==> src/rtl/inst_fetch.sv <==
// Instruction-fetch initiator: single-transfer Wishbone-style reads from instruction memory,
// registered handoff to the decoder, PC ownership with redirects and a bus timeout.
module inst_fetch #(
    parameter int unsigned ADDR_W  = 12,
    parameter int unsigned INST_W  = 18,
    parameter int unsigned TIMEOUT = 15
) (
    input  logic              clk_i,
    input  logic              rst_i,
    input  logic              fetch_en_i,
    input  logic              redirect_i,
    input  logic [ADDR_W-1:0] redirect_addr_i,
    output logic              inst_cyc_o,
    output logic              inst_stb_o,
    output logic [ADDR_W-1:0] inst_adr_o,
    input  logic              inst_ack_i,
    input  logic [INST_W-1:0] inst_dat_i,
    output logic [INST_W-1:0] inst_o,
    output logic              ack_o,
    output logic [ADDR_W-1:0] pc_o,
    output logic              busy_o,
    output logic              fault_o
);

    localparam int unsigned CNT_W = (TIMEOUT > 1) ? $clog2(TIMEOUT) : 1;
    localparam logic [CNT_W-1:0] CNT_LAST = CNT_W'(TIMEOUT - 1);

    typedef enum logic [1:0] {StIdle, StFetch, StFault} state_e;

    state_e            state_q;
    logic [ADDR_W-1:0] pc_q;
    logic [ADDR_W-1:0] adr_q;
    logic [ADDR_W-1:0] pc_out_q;
    logic [ADDR_W-1:0] redir_addr_q;
    logic [INST_W-1:0] inst_q;
    logic [CNT_W-1:0]  cnt_q;
    logic              cyc_q;
    logic              ack_q;
    logic              busy_q;
    logic              fault_q;
    logic              redir_pend_q;

    // A redirect arriving in the ack cycle counts the same as one latched earlier.
    logic              redir_any;
    logic [ADDR_W-1:0] redir_target;

    assign redir_any    = redir_pend_q | redirect_i;
    assign redir_target = redirect_i ? redirect_addr_i : redir_addr_q;

    always_ff @(posedge clk_i) begin
        if (rst_i) begin
            state_q      <= StIdle;
            pc_q         <= '0;
            adr_q        <= '0;
            pc_out_q     <= '0;
            redir_addr_q <= '0;
            inst_q       <= '0;
            cnt_q        <= '0;
            cyc_q        <= 1'b0;
            ack_q        <= 1'b0;
            busy_q       <= 1'b0;
            fault_q      <= 1'b0;
            redir_pend_q <= 1'b0;
        end else begin
            ack_q <= 1'b0;
            unique case (state_q)
                StIdle: begin
                    if (redirect_i) begin
                        pc_q <= redirect_addr_i;
                    end else if (fetch_en_i) begin
                        cyc_q        <= 1'b1;
                        adr_q        <= pc_q;
                        cnt_q        <= '0;
                        redir_pend_q <= 1'b0;
                        busy_q       <= 1'b1;
                        state_q      <= StFetch;
                    end
                end
                StFetch: begin
                    if (inst_ack_i) begin
                        cyc_q        <= 1'b0;
                        busy_q       <= 1'b0;
                        redir_pend_q <= 1'b0;
                        state_q      <= StIdle;
                        if (redir_any) begin
                            pc_q <= redir_target;
                        end else begin
                            inst_q   <= inst_dat_i;
                            pc_out_q <= adr_q;
                            ack_q    <= 1'b1;
                            pc_q     <= pc_q + 1'b1;
                        end
                    end else if (cnt_q == CNT_LAST) begin
                        cyc_q        <= 1'b0;
                        fault_q      <= 1'b1;
                        redir_pend_q <= 1'b0;
                        state_q      <= StFault;
                    end else begin
                        cnt_q <= cnt_q + 1'b1;
                        if (redirect_i) begin
                            redir_pend_q <= 1'b1;
                            redir_addr_q <= redirect_addr_i;
                        end
                    end
                end
                StFault: begin
                    if (redirect_i) begin
                        fault_q <= 1'b0;
                        pc_q    <= redirect_addr_i;
                        busy_q  <= 1'b0;
                        state_q <= StIdle;
                    end
                end
                default: state_q <= StIdle;
            endcase
        end
    end

    assign inst_cyc_o = cyc_q;
    assign inst_stb_o = cyc_q;
    assign inst_adr_o = adr_q;
    assign inst_o     = inst_q;
    assign ack_o      = ack_q;
    assign pc_o       = pc_out_q;
    assign busy_o     = busy_q;
    assign fault_o    = fault_q;

endmodule
==> config.mk <==
export PLATFORM = sky130hd
export DESIGN_NAME = inst_fetch
export DESIGN_NICKNAME = d
export VERILOG_FILES = /design/src/rtl/inst_fetch.sv
export SDC_FILE = /design/constraint.sdc
export NUM_CORES = 1
export LEC_CHECK = 0
export ABC_CLOCK_PERIOD_IN_PS = 4600
export BUFFER_PORTS_ARGS = -buffer_cell sky130_fd_sc_hd__buf_2
export CAP_MARGIN = 15
export CORE_MARGIN = 5
export CORE_UTILIZATION = 58
export DETAILED_ROUTE_END_ITERATION = 10
export PLACE_DENSITY_LB_ADDON = 0.3
export SETUP_SLACK_MARGIN = 0.15
export SKIP_LAST_GASP = 1
export SYNTH_ARGS = -nofsm -noshare
export SYNTH_HDL_FRONTEND = slang
export SYNTH_SLANG_ARGS = --single-unit
==> constraint.sdc <==
create_clock -name clk_i -period 4.6 [get_ports clk_i]
set_clock_uncertainty 0.1 [all_clocks]
set_input_delay 1.38 -clock clk_i [delete_from_list [all_inputs] [get_ports clk_i]]
set_output_delay 1.38 -clock clk_i [all_outputs]
set_load 0.005 [all_outputs]
==> flow_summary.toml <==
[clock_network]
cts.path.max_buffers = 2
cts_max_level = 3
insertion_delay_ns = 0.35
clkSinkCount = 77
numCtsBuffers = 9
cts.root.buffer_cell = "clkbuf_8"
clkTransAtPathRegs_ns = 0.08
post-cts-setup-buffers = 0
cts_resized = 0
hold_buffers = 0
cts_tree = "yes"

[grt]
grt_pass1_wl_um = 13800
grt_max_degree = 47
grt_use_total_pct = 22.3
antenna_found_initial = 0
grt_pass1_vias = 2998
grt_overflow = 0

[outcome]
outcome = "finished, final reports clean"

[timing]
grt_setup_unrepaired = "no"
min_period_ns = 2.85
hold_violations = 0
fin_crit_sh_pct = 62.0
worstMarginPinSlew_ns = 1.03
setup_viol = 0
relSlewSlack_pct = 31.4
finalSetupTns_ns = 0
maxSlewViolCount = 0
max_freq_mhz = 351

[worst_hold_path]
hold_depth = 2
min_to = "inst_o[2]$_SDFFE_PP0P_"
holdCritStartpoint = "inst_o[2]$_SDFFE_PP0P_"
worstHoldPathType = "flip-flop to flip-flop"

[route]
wl_per_cell_um = 14.5
drt_iter0_markers = 191
via_count = 3229
drc_errors = 0
vias_per_cell = 5.66
antenna_left = 0
drt_wl_total_um = 8270
firstDrtPassIters = 5

[floorplanning]
io_pins = 82
placementRows = 28
die_y_um = 88.0
start_util_pct = 59.6
core_area_mm2 = 0.00592
dieArea_mm2 = 0.00774
die_w_um = 88.0

[pwr]
vdd_ir_drop_max_v = 0.000283
sw_frac_of_total_pct = 28.7
p_sw_uw = 420
powerDensity_mw_per_mm2 = 359
p_leak_uw = 0.00170
power.internal_uw = 1040
total_power_uw = 1470
clockPowerShare_pct = 35.1
share_comb_of_total_power_pct = 14.5
pwr-share-seq_pct = 50.4

[placement]
hpwlAfterDp_um = 5760
gp_congestion = 0.881
io_buffers = 81

[critical_path]
reg2regPathDepth = 6
rrSetupSlack_ns = 2.18
cp_slowest_cell = "and3_1"
crit_path_start_kind = "input port"
worstPathCellList = "buf_2, nor2_1, and3_1, nand2_1, a21oi_1"
cpPeakStageDelay_ns = 0.88
cp.required_ns = 4.77
critPathKind = "input port to flip-flop"
arrival_ns = 3.02
r2r-start = "state_q[0]$_SDFFE_PP0P_"
r2r_end = "pc_q[9]$_SDFFE_PP0P_"
crit_path_max_fanout = 30
critPathCaptureType = "flip-flop"

[synth]
synth_warnings = 0
synth_area_per_cell_um2 = 8.28
synth_ff_type = "dfxtp_1"
synth_nets = 468
seq_area_frac_synth_pct = 43.7
synthCells = 426
synth-seq-cells = 77
async_flop_share_pct = 0
synth-edff-count = 0
yosys.cell_types.count = 49
synth_area_mm2 = 0.00353

[layout]
final_cell_mix = "94 x nand2_1, 81 x buf_2, 77 x dfxtp_1"
layout-drive-gt1-share_pct = 22.4
n_antenna_cell = 0
layout_commonest_cell = "nand2_1"
nets = 532
fillers = 484
syn_to_final_growth_pct = 15.8

[flow_run]
max_cap_viol_count = 0
[metal layers]
layer / vias up / global-route usage (%) / share of wire, %
met5: - / 0 / 0
met4: 0 / 10.0 / 2.0
met3: 14 / 3.95 / 8.8
met2: 122 / 35.5 / 47
met1: 1493 / 29.7 / 43
li1: 1600 / - / -
[worst max-delay path by stage]
stage | start | to | slack (ns)
3_3_place_gp | redirect_i | pc_o[0]$_SDFFE_PP0P_ | 1.41
3_5_place_dp | redirect_i | inst_o[0]$_SDFFE_PP0P_ | 1.34
5_1_grt | redirect_i | pc_o[3]$_SDFFE_PP0P_ | 1.55
4_1_cts | redirect_i | pc_o[6]$_SDFFE_PP0P_ | 1.67
6_report | redirect_i | pc_o[3]$_SDFFE_PP0P_ | 1.75
2_1_floorplan | redirect_i | pc_q[8]$_SDFFE_PP0P_ | 2.13
[worst max-delay path, delay by kind of cell]
kind                   cells  cell delay [ns]
AO/OA/AOI/OAI              1             0.17
buffers and inverters      1             0.19
AND/OR/NAND/NOR            3             1.26
[cell usage after synthesis, types with 4 or more instances]
master	instances	area share [%]
a211oi_1	5	1.1
a21oi_1	54	7.7
and2_2	4	0.85
buf_2	10	1.4
buf_4	6	1.3
clkbuf_1	12	1.3
dfxtp_1	77	44
ha_1	7	2.5
inv_1	7	0.75
mux2i_1	24	6.8
nand2_1	94	10
nand2b_1	7	1.2
nand3_1	11	1.6
nand3b_1	5	1.1
nand4_1	4	0.71
nor2_1	28	3.0
nor3_1	9	1.3
o211ai_1	8	1.7
o21ai_0	6	0.85
o22ai_1	6	1.1
[state kept, by name, summed over array words and instances (netlist names), 2 cells and up]
register and count:
cnt_q 4, inst_adr_o 12, inst_o 18, pc_o 12
pc_q 12, redir_addr_q 12, state_q 2
[metrics by stage]
step | setup slack (ns) | std cells | hold slack (ns) | utilization [%] | cell area, µm²
3_3_place_gp | 1.41 | 553 | 0.339 | 65.4 | 3870
4_1_cts | 1.67 | 569 | 0.357 | 68.7 | 4070
3_5_place_dp | 1.34 | 553 | 0.345 | 65.4 | 3870
2_1_floorplan | 2.13 | 426 | 0.345 | - | 3530
6_report | 1.75 | 570 | 0.352 | 69.0 | 4080
5_1_grt | 1.55 | 570 | 0.373 | 69.0 | 4080
[cell type report]
class | instances | area, µm² | share of cell area, %
multi-input combinational | 311 | 1790 | 43.9
sequential | 77 | 1540 | 37.7
timing repair buffer | 83 | 428 | 10.5
clock buffer | 10 | 128 | 3.12
tap | 75 | 93.8 | 2.30
clock inverter | 6 | 70.1 | 1.72
inverter | 8 | 30.0 | 0.735
[power groups by stage]
stage          sequential, µW  clock [µW]  combinational, µW
2_1_floorplan             740           0                169
3_3_place_gp              752           0                204
3_5_place_dp              753           0                210
4_1_cts                   737         524                211
5_1_grt                   744         561                237
6_report                  738         515                212
[kinds of logic after synthesis]
family / Yosys count / synth area share [%]
compound gates: 97 / 16.7
xor+xnor: 4 / 0.993
fa+ha+maj: 7 / 2.48
buf+inv: 38 / 5.46
flops: 77 / 43.7
mux: 25 / 7.13
simple gates: 178 / 23.5
No activity file was read; power rests on OpenSTA's default activity.
